===== config.mk =====
export PLATFORM = sky130hd
export DESIGN_NAME = shift_cmd_sequencer
export DESIGN_NICKNAME = d
export VERILOG_FILES = /design/src/rtl/shift_cmd_sequencer.sv
export SDC_FILE = /design/constraint.sdc
export NUM_CORES = 1
export LEC_CHECK = 0
export BUFFER_PORTS_ARGS = -buffer_cell sky130_fd_sc_hd__clkbuf_2
export CAP_MARGIN = 20
export CORE_MARGIN = 5
export CORE_UTILIZATION = 51
export CTS_CLUSTER_SIZE = 30
export DETAILED_ROUTE_END_ITERATION = 12
export GPL_ROUTABILITY_DRIVEN = 0
export PLACE_DENSITY = 0.82
export SLEW_MARGIN = 20
export SYNTH_ARGS = -nofsm -noshare
export SYNTH_HDL_FRONTEND = slang
export SYNTH_SLANG_ARGS = --single-unit

===== constraint.sdc =====
create_clock -name clk -period 1.8 [get_ports clk]
set_input_delay 0.54 -clock clk [delete_from_list [all_inputs] [get_ports clk]]
set_output_delay 0.54 -clock clk [all_outputs]
set_load 0.01 [all_outputs]

===== src/rtl/shift_cmd_sequencer.sv =====
// Command sequencer for a 4-bit universal shift register: loads a value, then
// issues a counted series of shift/rotate steps while tracking the result in shadow.
module shift_cmd_sequencer #(
  parameter int CNT_W = 4
) (
  input  logic             clk,
  input  logic             rst,
  input  logic             cmd_valid,
  output logic             cmd_ready,
  input  logic [3:0]       cmd_data,
  input  logic [1:0]       cmd_op,
  input  logic [CNT_W-1:0] cmd_cnt,
  output logic             load,
  output logic [1:0]       sel,
  output logic [3:0]       ip,
  output logic             busy,
  output logic             done,
  output logic [3:0]       shadow
);

  localparam int DATA_W = 4;

  typedef enum logic [1:0] {
    IDLE  = 2'b00,
    LOAD  = 2'b01,
    SHIFT = 2'b10,
    DONE  = 2'b11
  } state_t;

  state_t state, state_nxt;

  logic [DATA_W-1:0] data_q;
  logic [1:0]        op_q;
  logic [CNT_W-1:0]  cnt_q;
  logic [CNT_W-1:0]  remaining;

  // One step of the downstream register; shifts fill with zero.
  function automatic logic [DATA_W-1:0] shift_step(input logic [DATA_W-1:0] v,
                                                   input logic [1:0] op);
    logic [DATA_W-1:0] r;
    case (op)
      2'b00:   r = {v[DATA_W-2:0], 1'b0};
      2'b01:   r = {1'b0, v[DATA_W-1:1]};
      2'b10:   r = {v[DATA_W-2:0], v[DATA_W-1]};
      default: r = {v[0], v[DATA_W-1:1]};
    endcase
    return r;
  endfunction

  always_ff @(posedge clk or negedge rst) begin
    if (!rst) begin
      state     <= IDLE;
      data_q    <= '0;
      op_q      <= '0;
      cnt_q     <= '0;
      remaining <= '0;
      shadow    <= '0;
    end else begin
      state <= state_nxt;
      case (state)
        IDLE: begin
          if (cmd_valid) begin
            data_q <= cmd_data;
            op_q   <= cmd_op;
            cnt_q  <= cmd_cnt;
          end
        end
        LOAD: begin
          shadow    <= data_q;
          remaining <= cnt_q;
        end
        SHIFT: begin
          shadow    <= shift_step(shadow, op_q);
          remaining <= remaining - CNT_W'(1);
        end
        default: ;
      endcase
    end
  end

  // Outside LOAD/SHIFT the register is reloaded with its own value so it holds.
  always_comb begin
    state_nxt = state;
    load      = 1'b1;
    sel       = 2'b00;
    ip        = shadow;
    busy      = 1'b0;
    done      = 1'b0;
    cmd_ready = 1'b0;
    case (state)
      IDLE: begin
        cmd_ready = 1'b1;
        if (cmd_valid) state_nxt = LOAD;
      end
      LOAD: begin
        ip        = data_q;
        busy      = 1'b1;
        state_nxt = (cnt_q != '0) ? SHIFT : DONE;
      end
      SHIFT: begin
        load = 1'b0;
        sel  = op_q;
        busy = 1'b1;
        if (remaining == CNT_W'(1)) state_nxt = DONE;
      end
      DONE: begin
        done      = 1'b1;
        state_nxt = IDLE;
      end
      default: state_nxt = IDLE;
    endcase
  end

endmodule


# Yosys cells after proc, flatten, opt, wreduce, memory -nomap -nowiden

Index checks and enable logic that the tools add are counted.

$add $sub $neg: 1
Equal/unequal tests: 8
Multiplexer cells: 13
Reduce and logical (&&, ||, !) cells: 7

Operators with widths:

| operator                                          | number |
|---|---|
| case mux 4 bit (2 select lines)                   | 2 |
| case mux 4 bit (3 select lines)                   | 1 |
| case mux 2 bit (4 select lines)                   | 1 |
| == test 2 bit (second input constant)             | 3 |
| 2-to-1 mux 2 bit                                  | 3 |
| 2-to-1 mux 1 bit                                  | 5 |
| == test 2 x 1 -> 1 bit (second input constant)    | 2 |
| == test 4 x 1 -> 1 bit (second input constant)    | 1 |
| logical NOT 2 bit                                 | 2 |
| 2-to-1 mux 4 bit                                  | 1 |
| != test 2 bit (second input constant)             | 2 |
| AND reduction 2 bit                               | 2 |
| nonzero test 4 bit                                | 1 |
| subtractor 4 x 1 -> 4 bit (second input constant) | 1 |
| nonzero test 2 bit                                | 1 |
| OR reduction 2 bit                                | 1 |

Register bits: 20
Bits of input ports: 13
Output and inout port bits: 14
Word-level logic and storage cells: 35

# Longest topological paths before layout

Gate-level depths: netlist (run 1).

Depth after elaboration: 3
Depth in mapped cells: 6
Gate-level depth less buffers: 5

# Least setup slack after synthesis (run 1)

OpenSTA, ideal clock, no wires.

Path type: register -> output
From: register state[0]
To: output port sel[0]
Arrival time: 1154 ps
Data required time: 1260 ps
Setup slack: 106 ps
Stages on the path, launching flop included: 5
Buffers on the path: 1
Path through: dfrtp_1 inv_1 ha_1 buf_2 and2_1

Word-level cells in the longest chain between the ends: 2

RTL lines:

| what                   | RTL line | source |
|---|---|---|
| from (decl)            | 30       | `state_t state, state_nxt;` |
| from (signal assigned) | 59       | `state <= state_nxt;` |
| == test 2 bit          | 90       | `case (state)` |
| 2-to-1 mux 2 bit       | 90       |  |
| to (decl)              | 14       | `output logic [1:0] sel,` |

No other way between the ends.

# Final worst setup path (run 1)

From: register state[1]
To: output port ip[2]

Word-level cells in the longest chain between the ends: 2

RTL lines:

| what                   | RTL line | source |
|---|---|---|
| == test 2 x 1 -> 1 bit | 90       |  |
| 2-to-1 mux 4 bit       | 90       |  |
| to (decl)              | 15       | `output logic [3:0] ip,` |

No other way between the ends.

==> flow_summary_export.csv, run 1 <==
group,metric,value,unit
sta,slew_headroom,66.2,%
sta,fin_skew,0.00599,ns
route,average_wire_per_cell_in_the_routed_design,15.9,um
synthesis,synth_flop_cell,"dfrtp_1",
pwr,comb_power_share,62.2,%
synthesis,synthesis.instances,97,
clocking,numCtsBuffers,3,
clocking,cts_hold_buffers,0,
critical_path,critPathLaunchType,"flop",
critical_path,critical_path_arrival,1.42,ns
sta,fin_tns_setup,-1.13,ns
global_route,grt_antenna_before_repair,0,
clocking,cts_max_level,1,
run_status,failed_checks,"negative setup slack",
critical_path,cell_chain_critical_path,"inv_2, ha_4, mux2_4, buf_6",
synthesis,avgSynthCellArea,11.2,sq um
critical_path,critPathLaunch,"state[1]",
synthesis,synthTopCellsByCount,"dfrtp_1 (20), mux2_2 (16), a21oi_1 (7), ha_1 (7), nor2_1 (6)",
pwr,intPower,2.15,mW
critical_path,worst_r2r_endpoint,"state[1]",
synthesis,sequential_element_share_of_the_synthesized_area,46.1,%
finish,final_core_util,76.5,%
global_route,global_route.usage.total,17.2,%
route,vias,898,
route,drc,0,
placed_design,detailedPlace.worstSlack,-0.00532,ns
critical_path,critical_path_capture_point_type,"primary output",
finish,drive_gt1_share,54.3,%
placed_design,post-dp-hpwl,1780,um
floorplanning,floorplan.io_pins,27,
run_status,outcome,"finished, violations left",
floorplanning,coreArea,2000,sq um
critical_path,timing.critical_path.slowest_stage_cell,"dfrtp_1",
synthesis,synthDominantAreaCellType,"dfrtp_1",
placed_design,dpl-instance-area,1280,sq um
pwr,power.switching,1.36,mW
clocking,ctsRootBufferMaster,"clkbuf_4",
sta,fin_crit,1.96,ns
synthesis,synth_fa_ha_area_share,8.06,%
route,final_antenna_net_count,0,
sta,report.final.setup_viol,9,
critical_path,timing.critical_path.fanout_max,6,
placed_design,io_buffer_count,26,
synthesis,post-synth-top-count-cell,"dfrtp_1",
finish,antenna_cells,0,
pwr,ir_drop,1.44,mV
critical_path,r2r.worst_path.cells,7,
route,via_per_inst,5.38,
clocking,tritoncts_num_sinks,20,
global_route,grt_overflow,0,
floorplanning,initial_utilization,54.3,%
clocking,cts-root-to-sink-buffers,2,
synthesis,post_synth_xor_area_fraction,0,%
synthesis,synth_edf_count,0,
pwr,pwr-share-clk,10.4,%
floorplanning,row_count,16,
synthesis,yosys_warnings,0,
clocking,tritoncts,"done",
synthesis,basic_gate_share_of_the_synthesized_area_counting_and_or_nand_and_nor_cells,10.1,%
global_route,first_pass_grt_wire_length,4330,um
floorplanning,die_area,3150,sq um
finish,nets,161,
sta,worst_setup_margin,-0.161,ns
pwr,power.total,3.51,mW
sta,max_freq,0.510,GHz
sta,portion_of_the_clock_cycle_consumed_by_the_worst_path_in_the_final_layout,109,%
clocking,worst_setup_hold_path_clk_slew,0.12,ns
floorplanning,die-width,56.1,um
critical_path,required,1.26,ns
critical_path,worst_path_largest_cell_delay,0.42,ns
route,first_pass_iters,4,
critical_path,r2r_slack,0.02,ns
global_route,first_global_vias,957,
pwr,power.density_cell_area,2290,nW/um^2
sta,rsz0062_at_grt,"true",
sta,max_slew.worst_pin.slew,0.508,ns
synthesis,postSynth.asyncResetShare,100,%
pwr,p_seq_share,27.4,%
synthesis,compound_gate_fraction_of_synth_area,11.2,%
synthesis,synthesis.area,1090,sq um
critical_path,regToRegStartpoint,"state[1]",
sta,final_hold_viol_count,0,
clocking,clkLatencyLatePin,0.30,ns
finish,post-route-cell-area,1530,sq um
synthesis,synth_top_family_by_area,"multiplexers",
finish,synthToLayoutAreaGrowth,41.0,%
pwr,swShare,38.7,%
synthesis,synth-seq-cells,20,
synthesis,portion_of_netlist_area_occupied_by_mux_cells,21.3,%
synthesis,synth_top_cell_area_share,46.1,%
critical_path,setup.worst_path.class,"flop to primary output",
hold_path,hp-class,"primary input to async pin",
sta,timing_max_transition_violations_final,0,
pwr,total_leakage_power,0.729,nW
route,dr.first_iter.drc_count,16,
synthesis,post_synth_num_cell_types,27,
synthesis,postSynthNetCount,117,
floorplanning,floorplan.die.height,56.1,um
route,drt-total-wl,2660,um
global_route,grt_start_max_net_pins,21,
run,cap_violations,0,
synthesis,top_area_cells_in_the_synthesized_netlist,"dfrtp_1 (46%), mux2_2 (17%), ha_1 (8.1%), mux2i_1 (3.7%), a21oi_1 (3.2%)",
## routing by layer
layer,track usage (%),vias to the layer above,routed length [um]
met5,0,-,0
met4,5.08,0,38
met3,3.71,4,75
met2,31.9,17,1410
met1,19.3,445,1130
li1,-,432,-
## worst max-delay path: cells and delay by family, from the launching register on
family	cells	cell delay [ns]
buf+inv	2	0.20
fa+ha+maj	1	0.18
flops	1	0.42
mux	1	0.32
## placed cells by master (no fill, tap or decap), types with 3 or more instances in the layout
cell	n
dfrtp_1	20
o22ai_1	3
clkbuf_2	18
buf_6	8
mux2i_1	4
buf_4	14
inv_2	3
nor2b_1	3
mux2_4	3
ha_1	4
inv_1	3
ha_4	3
mux2_2	13
a21oi_1	7
clkbuf_4	3
nor2_1	4
## cell families after synthesis
family,Yosys count
compound gates,19
fa+ha+maj,7
buf+inv,9
flops,20
mux,21
simple gates,21
## how the worst max path moves through the flow
stage               endpoint  depth (start not counted)  slack (ns)
floorplan             sel[0]                          4        0.11
global placement       ip[1]                          4        0.06
detailed placement     ip[3]                          4      -0.005
CTS                    ip[3]                          4       -0.15
global route           ip[2]                          4       -0.20
finish                 ip[2]                          4       -0.16
## per-stage QoR
stage / hold WS [ns] / instances
after CTS: 0.196 / 163
after global routing: 0.205 / 167
final: 0.185 / 167
after detailed placement: 0.521 / 153
after global placement: 0.519 / 153
after floorplan: 0.244 / 97
## power groups by stage
stage                     Combinational (mW)  Sequential (mW)  Clock (mW)
after floorplan                         1.11            0.884           0
after global placement                  1.53            0.927           0
after detailed placement                1.59            0.942           0
after CTS                               1.88            0.942       0.369
after global routing                    2.39            0.995       0.390
final                                   2.18            0.962       0.366
## final cells by class
cell class / instances / area (sq um)
Inverter: 6 / 22.5
Fill cell: 147 / 470
Clock inverter: 1 / 30.0
Multi-Input combinational cell: 68 / 617
Timing Repair Buffer: 42 / 305
Clock buffer: 3 / 22.5
Sequential cell: 20 / 500
Tap cell: 27 / 33.8
## sequential cells by signal, indices dropped and copies added (netlist names)
signal	count
op_q	2
data_q	4
cnt_q	4
remaining	4
state	2
shadow	4
## what timing repair did
item                                    CTS  global route
buffers inserted                          6             4
pin swaps                                 0             4
endpoints found under the setup margin    9             9
resized for setup                        12            21
No activity file was read; power rests on OpenSTA's default activity.
==> run 2: changes to the inputs <==
SETUP_SLACK_MARGIN = 0.02   (was default)
SLEW_MARGIN = default   (was 20)
==> run 2 against run 1 <==
Effect of this change:
- the run still ends with negative setup slack left
- core utilization did not move
- first-iteration DRC count did not move
- clock power barely moved
- routed wire length fell by 0.30%
- flip-flop and latch count did not move
- sequential share of layout area did not move
- combinational power barely moved
- design area did not move
- critical path type unchanged
- critical endpoint unchanged
- non-clock buffer count did not move
- global-route usage did not move
==> flow_summary_export.csv, run 2 (synthesized netlist as in run 1, its figures left out) <==
group,metric,value,unit
global_route,global_route.usage.total,17.2,%
sta,max_slew.worst_pin.slew,0.508,ns
global_route,first_global_vias,957,
placed_design,detailedPlace.worstSlack,-0.00532,ns
pwr,power.total,3.51,mW
pwr,power.density_cell_area,2290,nW/um^2
critical_path,critical_path_arrival,1.42,ns
floorplanning,floorplan.io_pins,27,
sta,worst_setup_margin,-0.160,ns
clocking,cts-root-to-sink-buffers,2,
pwr,power.switching,1.36,mW
route,average_wire_per_cell_in_the_routed_design,15.9,um
sta,fin_crit,1.96,ns
sta,max_freq,0.510,GHz
finish,most-common-layout-cells,"dfrtp_1 (20), clkbuf_2 (18), buf_4 (14), mux2_2 (13), buf_6 (8)",
finish,antenna_cells,0,
floorplanning,floorplan.die.height,56.1,um
route,via_per_inst,5.35,
sta,fin_skew,0.00592,ns
critical_path,critical_path_capture_point_type,"primary output",
global_route,first_pass_grt_wire_length,4330,um
pwr,comb_power_share,62.2,%
run_status,outcome,"finished, violations left",
pwr,intPower,2.15,mW
critical_path,setup.worst_path.class,"flop to primary output",
route,final_antenna_net_count,0,
clocking,clkLatencyLatePin,0.30,ns
run,cap_violations,0,
floorplanning,row_count,16,
pwr,pwr-share-clk,10.4,%
clocking,cts_max_level,1,
critical_path,timing.critical_path.fanout_max,6,
route,dr.first_iter.drc_count,16,
sta,timing_max_transition_violations_final,0,
route,first_pass_iters,4,
global_route,met3_resource_use_gr,3.71,%
route,drt-total-wl,2650,um
global_route,global_route.peak_usage_layer,"met2",
pwr,ir_drop,1.44,mV
global_route,global_route.usage.met1,19.3,%
placed_design,io_buffer_count,26,
finish,drive_gt1_share,54.3,%
pwr,total_leakage_power,0.729,nW
pwr,p_seq_share,27.4,%
run_status,failed_checks,"negative setup slack",
clocking,tritoncts,"done",
global_route,grt_antenna_before_repair,0,
hold_path,hp-class,"primary input to async pin",
sta,report.final.setup_viol,9,
finish,synthToLayoutAreaGrowth,41.0,%
sta,final_hold_viol_count,0,
global_route,grt.met2_usage,31.9,%
clocking,ctsRootBufferMaster,"clkbuf_4",
pwr,swShare,38.7,%
floorplanning,initial_utilization,54.3,%
finish,mostFrequentLayoutCell,"dfrtp_1",
floorplanning,die-width,56.1,um
clocking,numCtsBuffers,3,
sta,rsz0062_at_grt,"true",
clocking,tritoncts_num_sinks,20,
global_route,grt_start_max_net_pins,21,
floorplanning,coreArea,2000,sq um
global_route,grt_overflow,0,
clocking,worst_setup_hold_path_clk_slew,0.12,ns
finish,n_fill_cell,147,
critical_path,required,1.26,ns
floorplanning,die_area,3150,sq um
sta,portion_of_the_clock_cycle_consumed_by_the_worst_path_in_the_final_layout,109,%
finish,nets,161,
finish,multiInputGateArea,617,sq um
route,drc,0,
placed_design,post-dp-hpwl,1780,um
sta,slew_headroom,66.2,%
critical_path,critPathLaunchType,"flop",
finish,ff_latch_area,500,sq um
route,vias,894,
## run 2: through the flow
stage	setup TNS, ns	instances	hold WS [ns]	instance area [sq um]	utilization (%)
after floorplan	0	97	0.244	1090	-
after global placement	0	153	0.519	1280	64.1
after detailed placement	-0.00617	153	0.521	1280	64.1
after CTS	-0.664	163	0.196	1440	72.0
after global routing	-1.57	167	0.205	1530	76.5
final	-1.13	167	0.185	1530	76.5
## run 2: repair_timing
action	CTS	global route
pin swaps	0	5
endpoints found under the setup margin	9	10
hold buffers	0	0
buffers inserted	6	4
gates resized for setup	12	21
## run 2: worst max-delay path, cell delays in order (launching register included)
cell and delay, ns:
dfrtp_1 0.42, inv_2 0.08, ha_4 0.18, mux2_4 0.32, buf_6 0.12
## run 2: per-layer routing
| metal | wire length (um) | part of all wire (%) |
|---|---|---|
| met5 | 0 | 0 |
| met3 | 75 | 2.8 |
| met1 | 1130 | 43 |
| met2 | 1400 | 53 |
| met4 | 38 | 1.4 |
## run 2: path summary, 6_finish.rpt
path                       startpoint        end  slack [ns]  cells past startpoint
max in group asynchronous         rst  data_q[3]        1.27                      1
min reg2reg                  cnt_q[0]   cnt_q[0]        0.56                      1
min                               rst   state[1]        0.19                      1
max reg2reg                  state[1]   state[1]        0.02                      7
min in group clk           cmd_cnt[2]   cnt_q[2]        0.46                      2
max                          state[1]      ip[2]       -0.16                      4
## run 2: cell type report
cell class | count | share of cell area (%)
clock buffer | 3 | 1.47
clock inverter | 1 | 1.96
inverter | 6 | 1.47
multi-input combinational | 68 | 40.3
sequential | 20 | 32.7
tap | 27 | 2.21
timing repair buffer | 42 | 19.9
## run 2: power groups by stage
| stage | Combinational (mW) | Clock (mW) | Sequential [mW] |
|---|---|---|---|
| 2_1_floorplan | 1.11 | 0 | 0.884 |
| 3_3_place_gp | 1.53 | 0 | 0.927 |
| 3_5_place_dp | 1.59 | 0 | 0.942 |
| 4_1_cts | 1.88 | 0.369 | 0.942 |
| 5_1_grt | 2.39 | 0.390 | 0.995 |
| 6_report | 2.18 | 0.366 | 0.961 |
==> run 3: changes to the inputs <==
CELL_PAD_IN_SITES_DETAIL_PLACEMENT = 1   (was default)
CELL_PAD_IN_SITES_GLOBAL_PLACEMENT = 1   (was default)
CORE_ASPECT_RATIO = 2   (was default)
CORE_UTILIZATION = 40   (was 51)
==> run 3 against run 2 <==
Effect of this change:
- non-clock buffer count decreased by 6
- the flow still finishes with violations (negative setup slack)
- first-iteration DRC count up 25%
- design area down 4.1%
- core utilization down 19 points
- total power shrank 1.8%
- highest routed layer unchanged
- final cell count shrank 3.0%
- global-route usage increased by 2.4 points
- hold slack better by 0.054 ns
- combinational power fell by 8%
- critical path depth is the same
==> flow_summary_export.csv, run 3 (synthesized netlist as in run 1, its figures left out) <==
group,metric,value,unit
route,average_wire_per_cell_in_the_routed_design,20.5,um
global_route,first_pass_grt_wire_length,5500,um
global_route,grt_start_max_net_pins,21,
critical_path,critical_path_capture_point_type,"primary output",
sta,report.final.setup_viol,7,
floorplanning,coreArea,2570,sq um
finish,post-route-cell-area,1470,sq um
pwr,total_leakage_power,0.694,nW
finish,final_core_util,57.2,%
global_route,grt_overflow,0,
global_route,global_route.usage.total,19.6,%
finish,synthToLayoutAreaGrowth,35.3,%
sta,max_slew.worst_pin.slew,0.525,ns
sta,fin_crit,1.91,ns
clocking,tritoncts_num_sinks,20,
pwr,ir_drop,1.64,mV
route,drt-total-wl,3320,um
floorplanning,row_count,26,
finish,mostFrequentLayoutCell,"clkbuf_2",
finish,drive_gt1_share,49.3,%
floorplanning,die_area,3920,sq um
global_route,grt_antenna_before_repair,0,
placed_design,io_buffer_count,26,
pwr,power.density_cell_area,2350,nW/um^2
route,drc,0,
clocking,tritoncts,"done",
finish,nets,155,
clocking,clkLatencyLatePin,0.26,ns
sta,timing_max_transition_violations_final,0,
critical_path,timing.critical_path.fanout_max,4,
finish,antenna_cells,0,
route,first_pass_iters,4,
sta,fin_skew,0.00237,ns
floorplanning,die-width,46.8,um
clocking,numCtsBuffers,3,
global_route,first_global_vias,1118,
clocking,cts-root-to-sink-buffers,2,
sta,slew_headroom,65.0,%
finish,most-common-layout-cells,"clkbuf_2 (20), dfrtp_1 (19), mux2_2 (13), buf_4 (9), a21oi_1 (7)",
route,dr.first_iter.drc_count,20,
run,cap_violations,0,
floorplanning,floorplan.io_pins,27,
sta,worst_setup_margin,-0.110,ns
critical_path,setup.worst_path.class,"flop to primary output",
critical_path,critPathLaunchType,"flop",
sta,rsz0062_at_grt,"true",
sta,max_freq,0.524,GHz
floorplanning,initial_utilization,42.3,%
run_status,outcome,"finished, violations left",
sta,portion_of_the_clock_cycle_consumed_by_the_worst_path_in_the_final_layout,106,%
clocking,worst_setup_hold_path_clk_slew,0.07,ns
critical_path,required,1.26,ns
run_status,failed_checks,"negative setup slack",
critical_path,critical_path_arrival,1.37,ns
route,via_per_inst,5.66,
route,final_antenna_net_count,0,
clocking,ctsRootBufferMaster,"clkbuf_8",
hold_path,hp-class,"primary input to async pin",
route,vias,917,
floorplanning,floorplan.die.height,83.7,um
clocking,cts_max_level,1,
sta,final_hold_viol_count,0,
clocking,cts_hold_buffers,0,
placed_design,post-dp-hpwl,2410,um
placed_design,dpl-instance-area,1300,sq um
## run 3: changes by cell type in the layout (fill, tap and decap cells not counted), moves of 3 or more
| cell | change |
|---|---|
| buf_4 | -5 |
| clkbuf_8 | +4 |
| buf_6 | -4 |
| clkbuf_4 | -3 |
## run 3: cell type report
class | count | area, sq um
Clock inverter | 1 | 30.0
Clock buffer | 3 | 41.3
Inverter | 6 | 25.0
Multi-Input combinational cell | 68 | 599
Sequential cell | 20 | 502
Fill cell | 287 | 1100
Tap cell | 28 | 35.0
Timing Repair Buffer | 36 | 236
## run 3: path summary, 6_finish.rpt
path	start	to	slack, ns	cells after the start
max	state[1]	ip[3]	-0.11	4
min	rst	data_q[3]	0.24	1
max reg2reg	remaining[1]	state[1]	0.13	5
min reg2reg	cnt_q[2]	cnt_q[2]	0.55	1
max in group asynchronous	rst	state[0]	1.18	1
min in group clk	cmd_data[2]	data_q[2]	0.51	2
## run 3: metal layers
metal,GRT usage [%],vias up,wire [um]
met5,0,-,0
met4,10.3,0,126
met3,1.30,9,79
met2,34.7,22,1990
met1,21.2,471,1120
li1,-,415,-
## run 3: timing repair
| item | in CTS | in global routing |
|---|---|---|
| endpoints found under the setup margin | 9 | 8 |
| setup buffers | 2 | 0 |
| pin swaps | 1 | 1 |
| endpoints found under the hold margin | 0 | 0 |
| gates resized for setup | 15 | 10 |
## run 3: metrics by stage
step	total power [mW]	setup WS [ns]	std cells	TNS (ns)	hold WS, ns
4_1_cts	3.36	-0.105	162	-0.407	0.255
3_3_place_gp	2.53	0.112	156	0	0.516
2_1_floorplan	2.00	0.106	97	0	0.244
6_report	3.45	-0.110	162	-0.455	0.239
3_5_place_dp	2.65	0.0768	156	0	0.528
5_1_grt	3.68	-0.140	162	-0.719	0.273
## run 3: worst max-delay path, cell delays in order, from the launching register on
cell     delay (ns)
dfrtp_1        0.41
inv_2          0.09
ha_4           0.17
mux2_4         0.31
buf_6          0.13
## run 3: power by group
part | leakage (nW) | internal [mW] | switching (mW)
sequential | 0.234 | 0.701 | 0.282
combinational | 0.424 | 1.06 | 0.955
clock | 0.0357 | 0.297 | 0.154
